### src/rtl/collision_detector.sv
//------------------------------------------------------------------------------
// Module   : collision_detector
// Brief    : Bullet/player overlap detector with per-frame hit evaluation,
//            hit-point tracking, post-hit invulnerability cooldown and death.
//            Optional macro HIT_FLASH_EN enables the cooldown blink output.
// Revision : 1.0 - initial release
//------------------------------------------------------------------------------
`default_nettype none

module collision_detector #(
  parameter int HP_INIT         = 5,
  parameter int COOLDOWN_FRAMES = 60
) (
  input  logic       Pclk,
  input  logic       rst_n,
  input  logic [9:0] xx,
  input  logic [9:0] yy,
  input  logic       aactive,
  input  logic       BulletSpriteOn,
  input  logic       PlayerSpriteOn,
  output logic       isCollisionB1,
  output logic [3:0] HP,
  output logic       PlayerDead,
  output logic       HitFlash
);

  localparam logic [1:0] S_ALIVE    = 2'd0;
  localparam logic [1:0] S_COOLDOWN = 2'd1;
  localparam logic [1:0] S_DEAD     = 2'd2;

  localparam logic [9:0] c_X_LAST  = 10'd639;
  localparam logic [9:0] c_Y_LAST  = 10'd479;
  localparam logic [3:0] c_HP_INIT = 4'(HP_INIT);
  localparam logic [7:0] c_COOL    = 8'(COOLDOWN_FRAMES);

  logic [1:0] r_state, w_state_nxt;
  logic [3:0] r_hp, w_hp_nxt;
  logic [7:0] r_cnt, w_cnt_nxt;
  logic       r_pend;
  logic       r_prev_end;
  logic       r_coll, w_coll_nxt;
  logic       r_dead, w_dead_nxt;

  // Last active pixel of the frame; the tick fires only on its rising edge so
  // a position held for several clocks still ends the frame exactly once.
  logic w_at_end, w_tick, w_ovl, w_hit;
  assign w_at_end = (xx == c_X_LAST) && (yy == c_Y_LAST);
  assign w_tick   = w_at_end && !r_prev_end;
  assign w_ovl    = aactive && BulletSpriteOn && PlayerSpriteOn;
  // An overlap on the tick cycle itself still belongs to the ending frame.
  assign w_hit    = r_pend || w_ovl;

  // Frame-edge detector and sticky overlap flag, cleared at every frame tick
  always_ff @(posedge Pclk or negedge rst_n) begin
    if (!rst_n) begin
      r_prev_end <= 1'b0;
      r_pend     <= 1'b0;
    end else begin
      r_prev_end <= w_at_end;
      r_pend     <= w_tick ? 1'b0 : (r_pend || w_ovl);
    end
  end

  // State register
  always_ff @(posedge Pclk or negedge rst_n) begin
    if (!rst_n) r_state <= S_ALIVE;
    else        r_state <= w_state_nxt;
  end

  // Next-state logic: transitions happen only on a frame tick
  always_comb begin
    w_state_nxt = r_state;
    if (w_tick) begin
      case (r_state)
        S_ALIVE:    if (w_hit) w_state_nxt = (r_hp > 4'd1) ? S_COOLDOWN : S_DEAD;
        S_COOLDOWN: if (r_cnt <= 8'd1) w_state_nxt = S_ALIVE;
        S_DEAD:     w_state_nxt = S_DEAD;
        default:    w_state_nxt = S_ALIVE;
      endcase
    end
  end

  // Output/datapath logic: next HP, cooldown counter and status flags
  always_comb begin
    w_hp_nxt  = r_hp;
    w_cnt_nxt = r_cnt;
    if (w_tick) begin
      if (r_state == S_ALIVE && w_hit) begin
        if (r_hp > 4'd1) begin
          w_hp_nxt  = r_hp - 4'd1;
          w_cnt_nxt = c_COOL;
        end else begin
          w_hp_nxt  = 4'd0;
        end
      end else if (r_state == S_COOLDOWN && r_cnt != 8'd0) begin
        w_cnt_nxt = r_cnt - 8'd1;
      end
    end
    w_coll_nxt = (w_state_nxt != S_ALIVE);
    w_dead_nxt = (w_state_nxt == S_DEAD);
  end

  // Registered outputs and cooldown counter
  always_ff @(posedge Pclk or negedge rst_n) begin
    if (!rst_n) begin
      r_hp   <= c_HP_INIT;
      r_cnt  <= 8'd0;
      r_coll <= 1'b0;
      r_dead <= 1'b0;
    end else begin
      r_hp   <= w_hp_nxt;
      r_cnt  <= w_cnt_nxt;
      r_coll <= w_coll_nxt;
      r_dead <= w_dead_nxt;
    end
  end

  assign HP            = r_hp;
  assign isCollisionB1 = r_coll;
  assign PlayerDead    = r_dead;

`ifdef HIT_FLASH_EN
  logic r_flash;
  // Blink follows bit 2 of the remaining cooldown frames, giving a 4-frame toggle
  always_ff @(posedge Pclk or negedge rst_n) begin
    if (!rst_n) r_flash <= 1'b0;
    else        r_flash <= (w_state_nxt == S_COOLDOWN) && w_cnt_nxt[2];
  end
  assign HitFlash = r_flash;
`else
  assign HitFlash = 1'b0;
`endif

endmodule

`default_nettype wire
### config.mk
export PLATFORM = sky130hd
export DESIGN_NAME = collision_detector
export DESIGN_NICKNAME = d
export VERILOG_FILES = /design/src/rtl/collision_detector.sv
export SDC_FILE = /design/constraint.sdc
export NUM_CORES = 1
export LEC_CHECK = 0
export CORE_MARGIN = 2
export CORE_UTILIZATION = 35
export DETAILED_ROUTE_END_ITERATION = 7
export GPL_ROUTABILITY_DRIVEN = 1
export GPL_TIMING_DRIVEN = 0
export PLACE_DENSITY = 0.69
export SYNTH_ARGS = -nofsm -noshare
export SYNTH_HDL_FRONTEND = slang
export SYNTH_SLANG_ARGS = --single-unit
### constraint.sdc
create_clock -name Pclk -period 2.69 [get_ports Pclk]
set_clock_uncertainty 0.1 [all_clocks]
set_input_delay 0.807 -clock Pclk [delete_from_list [all_inputs] [get_ports Pclk]]
set_output_delay 0.807 -clock Pclk [all_outputs]
set_load 0.05 [all_outputs]
Word-level counts from Yosys, hierarchy flattened:

Index checks and enable logic that the tools add are counted.

* register bits: 18
* latch bits: 0
* bits in writable memories: 0
* ROM bits: 0
* word-level logic and storage cells: 41
* memories kept: 0

* add/subtract/negate cells: 2
* multiply operators: 0
* div/mod/pow operators: 0
* order comparisons: 2
* equal/unequal tests: 6
* shift-type cells: 0
* multiplexer cells: 10
* bitwise gates (word level): 0
* reduce and logical (&&, ||, !) cells: 14

Operators with widths (count)
* 8-bit two-way mux: 3
* 10-bit == test (second input constant): 1
* 10-bit by 9-bit == test with 1-bit output (second input constant): 1
* 8-bit by 1-bit <= comparator with 1-bit output (second input constant): 1
* 2-bit two-way mux: 4
* 8-bit nonzero test: 1
* 8-bit by 1-bit subtractor with 8-bit output (second input constant): 1
* 1-bit logical AND: 6
* 2-bit case mux with 3 select lines: 1
* 2-bit == test (second input constant): 2
* 4-bit by 1-bit > comparator with 1-bit output (second input constant): 1
* 4-bit two-way mux: 1
* 2-bit nonzero test: 2
* 4-bit by 1-bit subtractor with 4-bit output (second input constant): 1
* 3-bit AND reduction: 1
* 2-bit by 1-bit == test with 1-bit output (second input constant): 1
* 2-bit zero test: 1
* 2-bit != test (second input constant): 1
* 2-bit AND reduction: 1
* 1-bit zero test: 1
* 1-bit logical OR: 1
* 1-bit two-way mux: 1

Depth between registers and ports, before layout:

* depth in word-level cells: 7
* depth in mapped cells: 8
* mapped depth without buffers: 7

Least setup slack after synthesis:

Ideal clock, no wire load.

* path type: input -> register
* from: input xx[7]
* to: register r_cnt[7]
* arrival time: 2174 ps
* path slack: 291 ps
* stages on the path: 5
* path through: nand2b_1 > or4_4 > nor3_2 > and2b_2 > mux2_4

* word-level cells in the longest chain between the ends: 4

Ends and longest elaborated chain
* start, declared: RTL line 16 `input logic [9:0] xx,`
* 10-bit == test: RTL line 47 `assign w_at_end = (xx == c_X_LAST) && (yy == c_Y_LAST);`
* 1-bit logical AND: RTL line 47
* 1-bit logical AND: RTL line 48 `assign w_tick = w_at_end && !r_prev_end;`
* 3-bit AND reduction (no line)
* end signal, assigned: RTL line 112 `r_cnt <= w_cnt_nxt;`
* end, declared: RTL line 38 `logic [7:0] r_cnt, w_cnt_nxt;`

Every way passes these cells.
A chain may end at the register's enable or synchronous reset.

Worst setup path after layout:

* from: input xx[6]
* to: register r_coll, in the netlist isCollisionB1

* word-level cells in the longest chain between the ends: 5

Ends and longest elaborated chain
* 10-bit == test: RTL line 47
* 1-bit logical AND: RTL line 47
* 1-bit logical AND: RTL line 48
* 2-bit two-way mux: RTL line 73 `if (w_tick) begin`
* named net w_state_nxt[0]: RTL line 36 `logic [1:0] r_state, w_state_nxt;`
* 2-bit nonzero test: RTL line 99 `w_coll_nxt = (w_state_nxt != S_ALIVE);`
* named net w_coll_nxt: RTL line 41 `logic r_coll, w_coll_nxt;`
* end signal, assigned: RTL line 113 `r_coll <= w_coll_nxt;`
* end, declared: RTL line 41

The timed path passes the listed nets, and every way through them passes these cells.

==> impl_metrics.ini <==
[critical_path]
worstPathArrival_ps = 2710
rr_worst_depth = 7
r2r_end = r_cnt[7]
end_kind = register
required_ps = 2780
worstSetupPathDepth = 6
critical_path_class = in2reg
crit_path_start_kind = primary input
r2r_slack_ps = 360
slowest_delay_ps = 470
crit_path_cell_trace = clkdlybuf4s50_1 -> nand4_1 -> or3_1 -> nor3_4 -> mux2_2 -> nand2b_1
critPathMaxFanout = 6
setup.worst_path.end = isCollisionB1
crit_buf_inv = 1
cpMaxStageDelayCell = or3_1
r2r-start = HP[0]
cp-startpoint = xx[6]
critical_path.top_delay_family = simple AND/OR/NAND/NOR gates

[clock_network]
cts_setup_buffers = 0
root_buffer = clkbuf_4
htreeDepth = 1
cts_hold_buffers = 0
cts_tree = yes
clk_latency_ps = 300
clock_sinks = 18
cts.path.max_buffers = 2
cts.clk_slew.worst_paths_ps = 110
cts_buffers = 3

[timing]
worst_slew_pin_slew_ps = 810
layout_worst_path_cycle_share_pct = 97.2
finalHoldViolations = 0
grt_setup_unrepaired = no
drv_slew = 0
finalWorstSetupSlack_ps = 74.4
final.min_clock_period_ps = 2620
max_freq_mhz = 382
slew_headroom_pct = 45.8
finalSetupViolCount = 0

[synthesis]
synthArstFlopShare_pct = 100
synthSimpleGateAreaFrac_pct = 31.4
synth_cell_types = 43
seq_area_frac_synth_pct = 40.5
ys_warn_count = 0
syn_nets = 143
synthCells = 114
synth_top_family_by_area = simple AND/OR/NAND/NOR gates
synth.top_cell.area_share_pct = 35.8
synth-compound-area-share_pct = 12.4
synth-adder-area-share_pct = 4.48
syn_area_per_cell_sq_um = 9.80
ys.flop_type = dfrtp_1
yosys_register_bits = 18
yosysTopAreaCell = dfrtp_1
muxShareOfSynthArea_pct = 6.16
synth_xor_area_share_pct = 0
synth_edf_count = 0
synth_area_leaders = dfrtp_1 (36%), nor2_1 (5.0%), dfstp_2 (4.7%), ha_1 (4.5%), nand4b_1 (3.1%)
synthesis.area_sq_mm = 0.00112

[finish]
finish.instance_area_sq_mm = 0.00152
antennaDiodeCount = 0
nFillCells = 302
final_cells = 192
drive_above_1_share_pct = 15.5
final_cell_mix = clkdlybuf4s50_1 (30), dfrtp_1 (16), nor2_1 (15)
nets = 178
areaGrowthSynthToFinish_pct = 36.2
layout_commonest_cell = clkdlybuf4s50_1

[run]
max_cap_viol_count = 0

[floorplanning]
rows = 20
core_sq_mm = 0.00305
dieArea_sq_mm = 0.00366
dieWidth_um = 60.5
die_h_um = 60.5
ios = 32
start_util_pct = 36.6

[placement]
place_ws_ps = -315
place.gp.congestion = 0.792
portBuffers = 30
placed_cells = 188
dp_hpwl_mm = 1.93
dpl-instance-area_sq_mm = 0.00147

[global_routing]
grt_pass1_wl_mm = 4.35
track_usage_pct = 15.8
grt_max_degree = 19
antenna_found_initial = 0
first_global_vias = 1013
overflow = 0

[power]
vdd_drop_max_mv = 0.259
p_per_area_mw_per_mm2 = 323
p_leak_nw = 0.644

[drt]
drc_errors = 0
first_pass_iters = 4
num_vias = 979
vias_per_cell = 5.10
first_iter_violations = 19
routed_wl_mm = 2.39
wire_per_inst_um = 12.4
drtAntennaViolNets = 0

[min_path]
hold_path_class = reg2reg
holdPathStages = 2

[outcome]
outcome = finished clean
-- worst reg2reg max path: stages (launching register included) --
cell,delay (ps)
dfstp_2,580
inv_1,70
ha_1,210
nor2_1,260
o211ai_2,190
a211oi_4,340
nand4_1,170
mux2_4,310
-- report_power, final --
part | internal (mW) | switching (mW) | total, mW
Clock | 0.0826 | 0.0871 | 0.170
Sequential | 0.271 | 0.0000331 | 0.271
Combinational | 0.0347 | 0.0172 | 0.0518
Total | 0.388 | 0.104 | 0.492
-- layout make-up --
type	instances	area, sq um	share of cell area [%]
inverters	8	30.0	1.97
clock buffers	4	36.3	2.38
well taps	44	55.1	3.62
multi-input cells	85	624	41.0
plain buffers	3	22.5	1.48
repair buffers	30	300	19.7
flip-flops and latches	18	453	29.8
-- per-layer routing --
metal  up-vias  GRT usage, %  part of all wire, %
met3         4          4.48                  3.3
met2        12          27.6                   51
met4         0          4.97                  1.2
met1       472          18.7                   44
met5         -             0                    0
li1        491             -                    -
-- worst min-delay path by stage --
stage	from	to	slack, ps
CTS	r_pend	r_pend	460
global placement	r_pend	r_pend	420
detailed placement	r_pend	r_pend	430
floorplan	r_pend	r_pend	390
finish	r_pend	r_pend	450
global route	r_pend	r_pend	510
-- cell families after synthesis --
kind of cell	count (synthesis)
simple gates	57
other cells	1
buf+inv	11
mux	6
fa+ha+maj	4
compound gates	17
flops	18
-- sequential cells by signal, indices dropped and copies added (netlist names) --
name / count
r_state: 2
r_prev_end: 1
isCollisionB1: 1
HP: 4
PlayerDead: 1
r_cnt: 8
r_pend: 1
-- per-stage QoR --
step | setup TNS (ps) | power [mW] | hold WS (ps) | util (%)
floorplan | 0 | 0.285 | 386 | -
global route | 0 | 0.520 | 512 | 49.8
detailed placement | -2820 | 0.328 | 429 | 48.2
CTS | 0 | 0.501 | 456 | 49.4
global placement | -2570 | 0.327 | 418 | 48.2
finish | 0 | 0.492 | 450 | 49.8
-- synthesized netlist by cell type (all sizes together), types with 2 or more instances --
master,count
dfrtp,16
nor2,16
inv,8
nor3,7
a211oi,5
nand2,5
and4b,4
ha,4
mux2,4
nand4b,4
buf,3
nand3,3
nand4,3
o21ai,3
or3,3
dfstp,2
mux2i,2
nand2b,2
nor4b,2
o211ai,2
or2,2
-- what timing repair did --
action / 4_1_cts / 5_1_grt
gates resized for setup: 0 / 2
hold endpoints to repair: 0 / 0
endpoints found under the setup margin: 0 / 6
Note: power is estimated with default switching activity, not from simulation.
